===== config.mk =====
export PLATFORM = sky130hd
export DESIGN_NAME = regfile_bist_ctrl
export DESIGN_NICKNAME = d
export VERILOG_FILES = /design/src/rtl/regfile_bist_ctrl.sv
export SDC_FILE = /design/constraint.sdc
export NUM_CORES = 1
export LEC_CHECK = 0
export ABC_AREA = 1
export BUFFER_PORTS_ARGS = -buffer_cell sky130_fd_sc_hd__buf_2
export CORE_ASPECT_RATIO = 0.9
export CORE_MARGIN = 4
export CORE_UTILIZATION = 30
export CTS_CLUSTER_SIZE = 28
export DETAILED_ROUTE_END_ITERATION = 6
export GPL_TIMING_DRIVEN = 1
export SYNTH_ARGS = -nofsm -noshare
export SYNTH_HDL_FRONTEND = slang
export SYNTH_SLANG_ARGS = --single-unit

===== constraint.sdc =====
create_clock -name clk -period 9.3 [get_ports clk]
set_input_delay 1.395 -clock clk [delete_from_list [all_inputs] [get_ports clk]]
set_output_delay 1.395 -clock clk [all_outputs]
set_load 0.03 [all_outputs]

===== src/rtl/regfile_bist_ctrl.sv =====
// March C- BIST engine driving the register-file test port (BIST, CSN_T, WEN_T, A_T, D_T, Q_T).
// Define REGFILE_BIST_CHKBD_EN to add a second pass with a 0x55../0xAA.. checkerboard background.
module regfile_bist_ctrl #(
    parameter int ADDR_WIDTH = 5,
    parameter int DATA_WIDTH = 32,
    parameter int NUM_WORDS  = 2**(ADDR_WIDTH-1)-1
) (
    input  logic                  clk,
    input  logic                  rst_n,
    input  logic                  start_i,
    output logic                  busy_o,
    output logic                  done_o,
    output logic                  fail_o,
    output logic [ADDR_WIDTH-1:0] fail_addr_o,
`ifdef REGFILE_BIST_CHKBD_EN
    output logic [3:0]            fail_elem_o,
`else
    output logic [2:0]            fail_elem_o,
`endif
    output logic [7:0]            err_cnt_o,
    output logic                  bist_o,
    output logic                  csn_t_o,
    output logic                  wen_t_o,
    output logic [ADDR_WIDTH-1:0] a_t_o,
    output logic [DATA_WIDTH-1:0] d_t_o,
    input  logic [DATA_WIDTH-1:0] q_t_i
);

    localparam int AW = ADDR_WIDTH - 1;
`ifdef REGFILE_BIST_CHKBD_EN
    localparam int EW = 4;
`else
    localparam int EW = 3;
`endif
    localparam logic [AW-1:0] LAST_ADDR = AW'(NUM_WORDS - 1);

    typedef enum logic [1:0] {IDLE, RUN, CHECK, DONE} state_t;

    state_t                state, state_nx;
    logic [2:0]            elem, elem_nx;
    logic [AW-1:0]         addr, addr_nx;
    logic                  phase, phase_nx;   // 0: read slot, 1: write slot of r/w elements

    logic                  is_read, is_write, last_op, descending;
    logic [AW-1:0]         end_addr;
    logic [DATA_WIDTH-1:0] bg, rd_exp, wr_data;
    logic [EW-1:0]         elem_tag;

    logic                  pipe_valid;
    logic [DATA_WIDTH-1:0] pipe_exp;
    logic [ADDR_WIDTH-1:0] pipe_addr;
    logic [EW-1:0]         pipe_elem;
    logic                  mismatch;

`ifdef REGFILE_BIST_CHKBD_EN
    localparam logic [DATA_WIDTH-1:0] CHKBD = DATA_WIDTH'({((DATA_WIDTH+1)/2){2'b01}});
    logic pass, pass_nx;
    assign bg       = pass ? CHKBD : '0;
    assign elem_tag = {pass, elem};
`else
    assign bg       = '0;
    assign elem_tag = elem;
`endif

    // E1/E3 write ~B, E2/E4 read ~B; everything else uses B.
    assign rd_exp  = (elem == 3'd2 || elem == 3'd4) ? ~bg : bg;
    assign wr_data = (elem == 3'd1 || elem == 3'd3) ? ~bg : bg;

    always_comb begin
        // NOTE: every combinational output gets a default first so no path infers a latch.
        state_nx   = state;
        elem_nx    = elem;
        addr_nx    = addr;
        phase_nx   = phase;
`ifdef REGFILE_BIST_CHKBD_EN
        pass_nx    = pass;
`endif
        is_read    = 1'b0;
        is_write   = 1'b0;
        last_op    = 1'b0;
        descending = (elem == 3'd3 || elem == 3'd4);
        end_addr   = descending ? '0 : LAST_ADDR;

        unique case (state)
            IDLE: begin
                if (start_i) begin
                    state_nx = RUN;
                    elem_nx  = 3'd0;
                    addr_nx  = '0;
                    phase_nx = 1'b0;
`ifdef REGFILE_BIST_CHKBD_EN
                    pass_nx  = 1'b0;
`endif
                end
            end
            RUN: begin
                is_read  = (elem == 3'd5) || (elem != 3'd0 && !phase);
                is_write = !is_read;
                last_op  = (elem == 3'd0) || (elem == 3'd5) || phase;
                if (!last_op) begin
                    phase_nx = 1'b1;
                end else begin
                    phase_nx = 1'b0;
                    if (addr != end_addr) begin
                        addr_nx = descending ? addr - 1'b1 : addr + 1'b1;
                    end else if (elem == 3'd5) begin
                        state_nx = CHECK;
                        addr_nx  = '0;
                    end else begin
                        // Elements 3 and 4 sweep downwards, so they start at the top word.
                        elem_nx = elem + 1'b1;
                        addr_nx = (elem == 3'd2 || elem == 3'd3) ? LAST_ADDR : '0;
                    end
                end
            end
            CHECK: begin
`ifdef REGFILE_BIST_CHKBD_EN
                if (!pass) begin
                    state_nx = RUN;
                    pass_nx  = 1'b1;
                    elem_nx  = 3'd0;
                    addr_nx  = '0;
                end else begin
                    state_nx = DONE;
                end
`else
                state_nx = DONE;
`endif
            end
            DONE:    state_nx = IDLE;
            default: state_nx = IDLE;
        endcase
    end

    assign mismatch = pipe_valid && (q_t_i != pipe_exp);

    always_ff @(posedge clk) begin
        // NOTE: sequential state uses non-blocking assignments so all flops update from pre-edge values.
        if (!rst_n) begin
            state       <= IDLE;
            elem        <= 3'd0;
            addr        <= '0;
            phase       <= 1'b0;
`ifdef REGFILE_BIST_CHKBD_EN
            pass        <= 1'b0;
`endif
            pipe_valid  <= 1'b0;
            pipe_exp    <= '0;
            pipe_addr   <= '0;
            pipe_elem   <= '0;
            fail_o      <= 1'b0;
            fail_addr_o <= '0;
            fail_elem_o <= '0;
            err_cnt_o   <= 8'd0;
        end else begin
            state      <= state_nx;
            elem       <= elem_nx;
            addr       <= addr_nx;
            phase      <= phase_nx;
`ifdef REGFILE_BIST_CHKBD_EN
            pass       <= pass_nx;
`endif
            pipe_valid <= is_read;
            pipe_exp   <= rd_exp;
            pipe_addr  <= {1'b0, addr};
            pipe_elem  <= elem_tag;

            if (state == IDLE && start_i) begin
                fail_o      <= 1'b0;
                fail_addr_o <= '0;
                fail_elem_o <= '0;
                err_cnt_o   <= 8'd0;
            end else if (mismatch) begin
                fail_o <= 1'b1;
                if (err_cnt_o != 8'hFF) err_cnt_o <= err_cnt_o + 8'd1;
                if (!fail_o) begin
                    fail_addr_o <= pipe_addr;
                    fail_elem_o <= pipe_elem;
                end
            end
        end
    end

    // Test-port and handshake outputs are plain decodes of registered state.
    assign busy_o  = (state == RUN) || (state == CHECK);
    assign done_o  = (state == DONE);
    assign bist_o  = (state == RUN) || (state == CHECK);
    assign csn_t_o = (state != RUN);
    assign wen_t_o = !is_write;
    assign a_t_o   = (state == RUN) ? {1'b0, addr} : '0;
    assign d_t_o   = is_write ? wr_data : '0;

endmodule

==> metrics <==
RR Startpoint=elem[0]$_SDFFE_PN0P_; worst-margin pin slew=0.754 ns; most instantiated cells after synthesis=nand2_1 (75), buf_4 (35), dfxtp_1 (35); first-pass detailed-route iteration total=4; most common cell in the netlist=nand2_1; H-Tree Depth=2; Ports=94; post-cts hold buffer count=0; Final min period=3.58 ns; final instance area=0.00273 mm²; Row Count=30; Post-Place Cells=475; area growth from synthesis to layout=16.5%; Setup TNS Final=0 ns; drt initial violations=98; flop-to-flop setup slack=7.15 ns; met3 Use GR=2.81%; total CTS buffers=5; Worst VDD drop=187 µV; status=completed; Finish-stage setup viols=0; CTS tree=built; LEAKAGE=1.46 nW; post-synthesis register bit count=35; maxcap violations=0; PortBufs=91; worst r2r dst=state[0]$_SDFFE_PN0P_; Slew Viols, Final=0; die area=0.00930 mm²; Die H=91.9 µm; worst-path fanout max=32; Worst Path Arrival=2.19 ns; count of cell types in the netlist=33; startpoint types=register; Hold Crit Depth=2; Min-Delay Endpoint=fail_addr_o[1]$_SDFFE_PP0P_; clock buffer depth=2; ANT cells=0; CP max stage delay=0.42 ns; ANT nets after route=0; Hold Crit Class=reg2reg; clk_skew=0.0122 ns; main flop type after synthesis=dfxtp_1; CTS Sinks=35; Critical Path RT=7.91 ns; Crit Path Category=reg2out; hpwl dp=4160 µm; Cells after Synth=326; setup ws final=5.72 ns; M1 GR Usage=13.7%; detail-routed via count per cell=4.42; Initial Util=30.9%; GRT Residual Overflow=0; routed len/inst=10.9 µm; final core area utilization=36.0%; RSZ-0062 raised after global routing=no; Setup Buffers After CTS=0; total wire length=5270 µm; non-filler instance count after layout=483; share of cells above drive strength 1=30.5%; Slowest-stage cell, CP=ha_1; top cell type's share of synthesized area=29.9%; Post-synth EDFFs=0; Cell Area, Synth=0.00235 mm²; Post-synth ARST share=0%; CTS resizes=0; fin nets=436; DRC=0; Post-Place Worst Slack=6.01 ns; Most Crowded Layer GR=met2; placed instance area=0.00265 mm²; via count=2137; crit-path cells=inv_1 > ha_1 > inv_1 > nor2_1 > nand2_1 > nor3_2 > buf_4 > buf_2; largest area contributor in the netlist=dfxtp_1; Max Freq=279 MHz; P per Cell Area=189 mW/mm²; root buffer cell=clkbuf_8; most used cell, CP=inv_1; worst skew pair latency=0.28 ns; largest net degree at the start of global routing=33; Hold Vio Cnt, Final=0; first-pass GRT wire length=8560 µm; mean area per synthesized cell=7.20 µm²; hold slack=0.464 ns; initial antenna violation count=0; cells on worst reg2reg path=11; die width=101 µm; warnings from Yosys=0; hold_sp=fail_addr_o[1]$_SDFFE_PP0P_; Core Region=0.00758 mm²; vias in the first global route=1953; routing usage on met2=18.8%; top cells by area, synth=dfxtp_1 (30%), nand2_1 (12%), buf_4 (11%); Rel. slew slack=49.7%; CP Capture Type=primary output; total power=517 µW; CTS clk-pin slew, worst paths=0.07 ns; crit share post-route=38.5%; gpl congestion=0.824; GRT Overall Usage=11.0%; Seq/Total Area, Yosys=29.9%
-- cell families (layout without fill, tap and decap cells) --
group,Yosys count,after routing,synth area share (%)
and+or+nand+nor,156,156,31.9
buffers and inverters,77,137,18.3
AOI/OAI and AO/OA,35,35,8.05
DFF,35,35,29.9
adders and majority gates,15,15,8.32
xor gates and xnor gates,7,7,3.41
other,1,2,0.160
-- cells in the final DEF, fill, tap and decap left out --
master      netlist  routed
or2_1             4       4
or2_2             1       1
clkbuf_1          2       1
nand3b_1          5       5
a21oi_1          23      23
buf_2             1      91
clkbuf_8          0       5
nand3_1          12      12
xor2_4            1       1
o21a_1            1       1
o31ai_2           1       1
nand3_4           3       3
nor3_1            7       6
nand3_2           1       1
xnor2_1           3       3
buf_4            35       1
clkinv_1          1       1
nand4_1          14      14
conb_1            1       2
clkinv_2          0       1
dfxtp_1          35      35
fa_1              1       1
ha_1             14      14
nand2_2           4       4
o21ai_1           4       4
nand2_1          75      75
a21oi_2           1       1
xor2_1            3       3
nor2_1           28      28
nor3_2            0       1
inv_2             4       4
clkinvlp_4        0       1
nand2_4           2       2
o21ai_0           5       5
inv_1            32      32
-- critical path: cells and delay by family (launching register included) --
kind	cells	cell delay [ns]
buf+inv	4	0.73
flops	1	0.34
fa+ha+maj	1	0.42
simple gates	3	0.41
-- cell type report --
class                      count  area, µm²
clock inverter                 2       12.5
clock buffer                   6       72.6
sequential                    35        701
inverter                      37        139
tap                           96        120
multi-input combinational    215       1220
fill                         820       4850
timing repair buffer          92        463
-- per-layer routing --
metal  vias up  share of wire, %  routed length (µm)
met5         -                 0                   0
li1       1122                 -                   -
met1       944                45                2350
met3         7               8.7                 460
met4         0               1.1                  59
met2        64                45                2390
-- where the power goes --
| group | switching (mW) | internal [mW] |
|---|---|---|
| Combinational | 0.169 | 0.0666 |
| Sequential | 0.0132 | 0.162 |
| Clock | 0.0532 | 0.0523 |
| Total | 0.236 | 0.281 |
-- registers in the layout (all words and copies together) (netlist names) --
register and cells:
elem 3, phase 1, pipe_addr 4, fail_addr_o 4
pipe_valid 1, err_cnt_o 8, pipe_elem 3, pipe_exp 1
state 2, fail_o 1, addr 4, fail_elem_o 3
-- worst max-delay path by stage --
| stage | from | endpoint | slack (ns) | cells past startpoint |
|---|---|---|---|---|
| finish | state[1]$_SDFFE_PN0P_ | d_t_o[24] | 5.72 | 8 |
| global route | state[1]$_SDFFE_PN0P_ | d_t_o[30] | 5.46 | 8 |
| CTS | state[1]$_SDFFE_PN0P_ | d_t_o[24] | 5.69 | 8 |
| detailed placement | state[1]$_SDFFE_PN0P_ | d_t_o[24] | 6.01 | 8 |
| global placement | state[1]$_SDFFE_PN0P_ | d_t_o[30] | 6.12 | 8 |
| floorplan | state[1]$_SDFFE_PN0P_ | d_t_o[10] | 4.08 | 7 |
No activity file was read; power rests on OpenSTA's default activity.
